File: src/rtl/video_regseq.sv
// Register-access sequencer for a video register bank. It filters the raw bus strobes, decodes the
// latched address, and emits start/end pulses plus a shared phase toggle for paired registers.
//
// state    | meaning
// ---------+-----------------------------------------------------------------
// IDLE     | no access in progress; waiting for a filtered strobe rise
// WRITE    | write access open; address and data latched
// READ     | read access open; address latched
// CONFLICT | both strobes seen high together; wait for both to drop
module video_regseq #(
    parameter int                               P_addr_width  = 3,
    parameter int                               P_filter      = 1,
    parameter logic [(2**P_addr_width)-1:0]     P_toggle_mask = 8'b0110_0000,
    parameter int                               P_clear_reg   = 2
) (
    input  logic                             I_clock,
    input  logic                             I_reset,
    input  logic [P_addr_width-1:0]          I_addr,
    input  logic [7:0]                       I_data,
    input  logic                             I_wren,
    input  logic                             I_rden,
    output logic [(2**P_addr_width)-1:0]     O_reg,
    output logic [7:0]                       O_data,
    output logic [(2**P_addr_width)-1:0]     O_reg_wrstb,
    output logic [(2**P_addr_width)-1:0]     O_reg_rdstb,
    output logic [(2**P_addr_width)-1:0]     O_reg_wrend,
    output logic [(2**P_addr_width)-1:0]     O_reg_rdend,
    output logic                             O_phase,
    output logic                             O_busy,
    output logic                             O_conflict
);

    localparam int                        P_regs  = 2**P_addr_width;
    localparam logic [P_regs-1:0]         L_one   = P_regs'(1);
    localparam logic [P_addr_width-1:0]   L_clear = P_addr_width'(P_clear_reg);

    typedef enum logic [1:0] {
        ST_IDLE     = 2'd0,
        ST_WRITE    = 2'd1,
        ST_READ     = 2'd2,
        ST_CONFLICT = 2'd3
    } state_t;

    state_t                 state_q, state_d;
    logic [P_filter-1:0]    wr_hist_q, wr_hist_d;
    logic [P_filter-1:0]    rd_hist_q, rd_hist_d;
    logic [P_filter:0]      wr_ext, rd_ext;
    logic                   wr_filt_q, wr_filt_d;
    logic                   rd_filt_q, rd_filt_d;
    logic                   wr_dly_q, rd_dly_q;
    logic [P_addr_width-1:0] addr_q, addr_d;
    logic [7:0]             data_q, data_d;
    logic [P_regs-1:0]      wrstb_q, wrstb_d;
    logic [P_regs-1:0]      rdstb_q, rdstb_d;
    logic [P_regs-1:0]      wrend_q, wrend_d;
    logic [P_regs-1:0]      rdend_q, rdend_d;
    logic                   phase_q, phase_d;
    logic                   conflict_q, conflict_d;
    logic                   wr_rise, rd_rise;

    // Level filter: the new sample is included, so the level moves on the P_filter-th agreeing sample.
    always_comb begin
        wr_ext    = {wr_hist_q, I_wren};
        rd_ext    = {rd_hist_q, I_rden};
        wr_hist_d = wr_ext[P_filter-1:0];
        rd_hist_d = rd_ext[P_filter-1:0];
        wr_filt_d = wr_filt_q;
        rd_filt_d = rd_filt_q;
        if (&wr_hist_d) begin
            wr_filt_d = 1'b1;
        end else if (~|wr_hist_d) begin
            wr_filt_d = 1'b0;
        end
        if (&rd_hist_d) begin
            rd_filt_d = 1'b1;
        end else if (~|rd_hist_d) begin
            rd_filt_d = 1'b0;
        end
    end

    assign wr_rise = wr_filt_q & ~wr_dly_q;
    assign rd_rise = rd_filt_q & ~rd_dly_q;

    always_comb begin
        state_d    = state_q;
        addr_d     = addr_q;
        data_d     = data_q;
        wrstb_d    = '0;
        rdstb_d    = '0;
        wrend_d    = '0;
        rdend_d    = '0;
        phase_d    = phase_q;
        conflict_d = 1'b0;
        case (state_q)
            ST_IDLE: begin
                if (wr_filt_q && rd_filt_q) begin
                    state_d    = ST_CONFLICT;
                    conflict_d = 1'b1;
                end else if (wr_rise && !rd_filt_q) begin
                    state_d = ST_WRITE;
                    addr_d  = I_addr;
                    data_d  = I_data;
                    wrstb_d = L_one << I_addr;
                end else if (rd_rise && !wr_filt_q) begin
                    state_d = ST_READ;
                    addr_d  = I_addr;
                    rdstb_d = L_one << I_addr;
                end
            end
            ST_WRITE: begin
                if (!wr_filt_q) begin
                    state_d = ST_IDLE;
                    wrend_d = L_one << addr_q;
                    if (P_toggle_mask[addr_q]) begin
                        phase_d = ~phase_q;
                    end
                end
            end
            ST_READ: begin
                if (!rd_filt_q) begin
                    state_d = ST_IDLE;
                    rdend_d = L_one << addr_q;
                    if (addr_q == L_clear) begin
                        phase_d = 1'b0;
                    end
                end
            end
            ST_CONFLICT: begin
                if (!wr_filt_q && !rd_filt_q) begin
                    state_d = ST_IDLE;
                end
            end
            default: begin
                state_d = ST_IDLE;
            end
        endcase
    end

    always_ff @(posedge I_clock) begin
        if (I_reset) begin
            state_q    <= ST_IDLE;
            wr_hist_q  <= '0;
            rd_hist_q  <= '0;
            wr_filt_q  <= 1'b0;
            rd_filt_q  <= 1'b0;
            wr_dly_q   <= 1'b0;
            rd_dly_q   <= 1'b0;
            addr_q     <= '0;
            data_q     <= '0;
            wrstb_q    <= '0;
            rdstb_q    <= '0;
            wrend_q    <= '0;
            rdend_q    <= '0;
            phase_q    <= 1'b0;
            conflict_q <= 1'b0;
        end else begin
            state_q    <= state_d;
            wr_hist_q  <= wr_hist_d;
            rd_hist_q  <= rd_hist_d;
            wr_filt_q  <= wr_filt_d;
            rd_filt_q  <= rd_filt_d;
            wr_dly_q   <= wr_filt_q;
            rd_dly_q   <= rd_filt_q;
            addr_q     <= addr_d;
            data_q     <= data_d;
            wrstb_q    <= wrstb_d;
            rdstb_q    <= rdstb_d;
            wrend_q    <= wrend_d;
            rdend_q    <= rdend_d;
            phase_q    <= phase_d;
            conflict_q <= conflict_d;
        end
    end

    // Decode is only shown while an access is open; the latched address itself persists.
    assign O_reg       = (state_q == ST_WRITE || state_q == ST_READ) ? (L_one << addr_q) : '0;
    assign O_data      = data_q;
    assign O_reg_wrstb = wrstb_q;
    assign O_reg_rdstb = rdstb_q;
    assign O_reg_wrend = wrend_q;
    assign O_reg_rdend = rdend_q;
    assign O_phase     = phase_q;
    assign O_busy      = (state_q != ST_IDLE);
    assign O_conflict  = conflict_q;

endmodule

File: config.mk
export PLATFORM = sky130hd
export DESIGN_NAME = video_regseq
export DESIGN_NICKNAME = d
export VERILOG_FILES = /design/src/rtl/video_regseq.sv
export SDC_FILE = /design/constraint.sdc
export NUM_CORES = 1
export LEC_CHECK = 0
export CAP_MARGIN = 10
export CORE_ASPECT_RATIO = 1.5
export CORE_MARGIN = 3
export CORE_UTILIZATION = 40
export CTS_CLUSTER_DIAMETER = 150
export DETAILED_ROUTE_END_ITERATION = 6
export PLACE_DENSITY = 0.83
export SYNTH_ARGS = -nofsm -noshare
export SYNTH_HDL_FRONTEND = slang
export SYNTH_SLANG_ARGS = --single-unit
File: constraint.sdc
create_clock -name I_clock -period 2.7 [get_ports I_clock]
set_clock_uncertainty 0.2 [all_clocks]
set_input_delay 0.54 -clock I_clock [delete_from_list [all_inputs] [get_ports I_clock]]
set_output_delay 0.54 -clock I_clock [all_outputs]
set_load 0.01 [all_outputs]
==> results.md <==
| Result | This run |
| --- | --- |
| Hold violation total from the final report | 0 |
| Port buffer count | 65 |
| Gpl congestion | 0.7603 |
| Number of synthesized flops with an enable pin | 0 |
| Number of diodes added for antenna fixing | 0 |
| Portion of synthesized cell area occupied by the leading cell type | 58.18% |
| Power density normalized to cell area | 618.5 nW/µm² |
| Relative slew slack | 66.23% |
| Power share of the sequential group | 50.7% |
| TritonCTS clock tree | built |
| Number of buffers created by CTS | 5 |
| Final hold slack | 0.2961 ns |
| Final HPWL DP | 2919 µm |
| Global-route usage over all layers | 15.34% |
| Number of buffers inserted to repair setup after CTS | 0 |
| Post-CTS clock slew at the launch and capture registers of the worst setup and hold paths | 0.09 ns |
| Final sum of negative setup slack | 0 ns |
| Max capacitance violation total | 0 |
| Unrepaired setup endpoints after global routing | false |
| Syn Area/Cell | 9.724 µm² |
| Setup violation total in the final timing report | 0 |
| Number of H-tree levels | 2 |
| Count of pins on the block boundary | 66 |
| Fill cell count | 365 |
| Highest net fanout along the worst path | 4 |
| Initial cell density of the core | 41.79% |
| Floorplan die width | 60.61 µm |
| Cell area after layout | 2604 µm² |
| Clock root cell | clkbuf_8 |
| Detailed-route wire length per cell | 12.81 µm |
| Tightest Pin Transition | 0.5048 ns |
| Insertion delay of the later-clocked pin in the worst-skew pair | 0.30 ns |
| Post-synth net total | 204 |
| Maximum vdd ir drop | 419.3 µV |
| Wire length of the first global-routing pass | 6237 µm |
| DRC violation total after the first TritonRoute iteration | 29 |
| Vias per cell | 4.883 |
| Placement Cell Area | 2492 µm² |
| Logic gate share of total power | 16.8% |
| Number of distinct standard cells referenced by the synthesized netlist | 33 |
| Data arrival at the endpoint of the critical path | 1.85 ns |
| Full die area | 5328 µm² |
| Antenna violations before repair | 0 |
| CP Data Required Time | 1.96 ns |
| Via count of the routed design | 1465 |
| Maximum number of pins on one net before global-route repair | 17 |
| Number of remaining DRC errors | 0 |
| Layout overhead on the synthesized area | 45.52% |
| Clock buffer depth | 2 |
| Min-Delay Path Class | register to register |
| Kind of end point of the critical path | primary output |
| Path type of the worst setup path | register to primary output |
| Post-DRT Antenna Nets | 0 |
| Asr flop ratio synth | 0% |
| Proportion of total power due to net switching | 25.73% |
| Main flop type after synthesis | dfxtp_1 |
| Number of placed instances, taps included | 292 |
| Post-Syn Area | 1789 µm² |
| Hold buffers post-CTS | 0 |
| Clock sink count | 52 |
| Number of global-route vias before repair | 1353 |
| Final Critical Period | 2.589 ns |
| Cells taking the most area after synthesis | dfxtp_1, nor2_1, mux2i_1 |
| Result of the run | finished clean |
| Layout net count | 273 |
| Cell taking the most area after synthesis | dfxtp_1 |
| Synth Instances | 184 |
| Internal | 1196 µW |
| Yosys warning count | 0 |
| Clk pwr share | 32.5% |
| Maximum clock frequency | 386.2 MHz |
| Number of storage elements in the synthesis netlist | 52 |
| Final count of pins violating max slew | 0 |
| Leak | 0.0009820 µW |
| Chip height | 87.91 µm |
| Wirelength, routed | 3843 µm |
| Post-cts sizing count | 0 |
| Count of TritonRoute iterations in the first routing pass | 4 |
| Num rows | 29 |
| Final global-route overflow total | 0 |
| Count of placed standard cells in the final layout, fillers left out | 300 |
| Power dissipated by switching net loads | 414.4 µW |
| Leading post-synthesis cells by instance count | dfxtp_1, nor2_1, mux2i_1 |
| Sequential share of the synthesized area | 58.18% |
| Final period util | 95.90% |
| Setup crit start kind | register |
| Ratio of cells with drive above 1 in the final layout | 7.087% |
| Core Region | 4282 µm² |
## critical path: stages, from the launching register on
cell	delay [ns]
dfxtp_1	0.38
inv_1	0.10
ha_1	0.30
nand2b_1	0.10
nor2_1	0.12
clkdlybuf4s50_1	0.55
## cell usage in the layout (no fill, tap or decap), types with 2 or more instances in the layout
master,netlist,final
nor3b_1,2,2
nand2b_1,6,6
nand2_1,10,10
dfxtp_1,52,52
nor2b_1,2,2
ha_1,5,5
nand3b_1,2,2
clkbuf_8,0,5
mux2i_1,12,12
nand3_1,4,4
buf_4,0,2
nor3_1,5,5
inv_1,4,4
clkdlybuf4s50_1,0,65
o21ai_0,4,4
nor2_1,52,52
inv_2,2,2
## layer usage
| layer | part of all wire, % | GRT usage [%] | vias up |
|---|---|---|---|
| met3 | 4.1 | 3.245 | 7 |
| met4 | 1.7 | 6.312 | 0 |
| met1 | 39 | 17.22 | 672 |
| met2 | 55 | 27.26 | 47 |
| met5 | 0 | 0 | - |
| li1 | - | - | 739 |
## cell families (layout without fill, tap and decap cells)
logic type               count (synthesis)  in the layout  share of synthesized area (%)
buffers and inverters                   11             81                          2.377
XOR/XNOR                                 1              1                         0.4896
flip-flops                              52             52                          58.18
multiplexers                            12             12                          6.714
adder cells (fa/ha/maj)                  5              5                          3.497
AO/OA/AOI/OAI                           12             12                          4.616
AND/OR/NAND/NOR                         91             91                          24.13
## state kept, by name, summed over array words and instances (netlist names), named ones only
signal and flops:
O_reg_wrend 8, rd_filt_q 1, addr_q 3, O_phase 1
wr_filt_q 1, state_q 2, rd_dly_q 1, O_data 8
O_reg_wrstb 8, O_conflict 1, O_reg_rdend 8, O_reg_rdstb 8
wr_dly_q 1
## final timing paths
check	startpoint	end	slack, ns	cells past startpoint
hold reg to reg	O_data[3]$_SDFFE_PP0P_	O_data[3]$_SDFFE_PP0P_	0.30	2
hold / removal	O_data[3]$_SDFFE_PP0P_	O_data[3]$_SDFFE_PP0P_	0.30	2
setup reg to reg	state_q[0]$_SDFFE_PP0P_	O_data[5]$_SDFFE_PP0P_	0.74	6
setup / recovery	state_q[0]$_SDFFE_PP0P_	O_reg[1]	0.11	5
## power by group through the flow
stage	sequential (µW)	clock (µW)	combinational, µW
final	816	524	270
after global routing	820	561	299
after CTS	816	534	273
after detailed placement	834	0	270
after global placement	833	0	267
after floorplan	834	0	159
## area by class of cell
cell class                      count  area [µm²]  share of cell area, %
Sequential cell                    52        1041                  39.98
Multi-Input combinational cell    121       705.7                  27.10
Timing Repair Buffer               67       665.6                  25.56
Clock buffer                        5       68.82                  2.643
Tap cell                           46       57.56                  2.210
Clock inverter                      3       42.54                  1.634
Inverter                            6       22.52                 0.8650
## metrics by stage
step                util (%)  total power (µW)  setup WS [ns]
finish                 60.81              1610         0.1106
global route           60.81              1680       0.007221
CTS                    60.81              1623        0.09461
detailed placement     58.21              1104         0.4487
global placement       58.21              1100         0.4789
floorplan                  -             992.8         0.9449
Power figures use the tool's default switching activity.
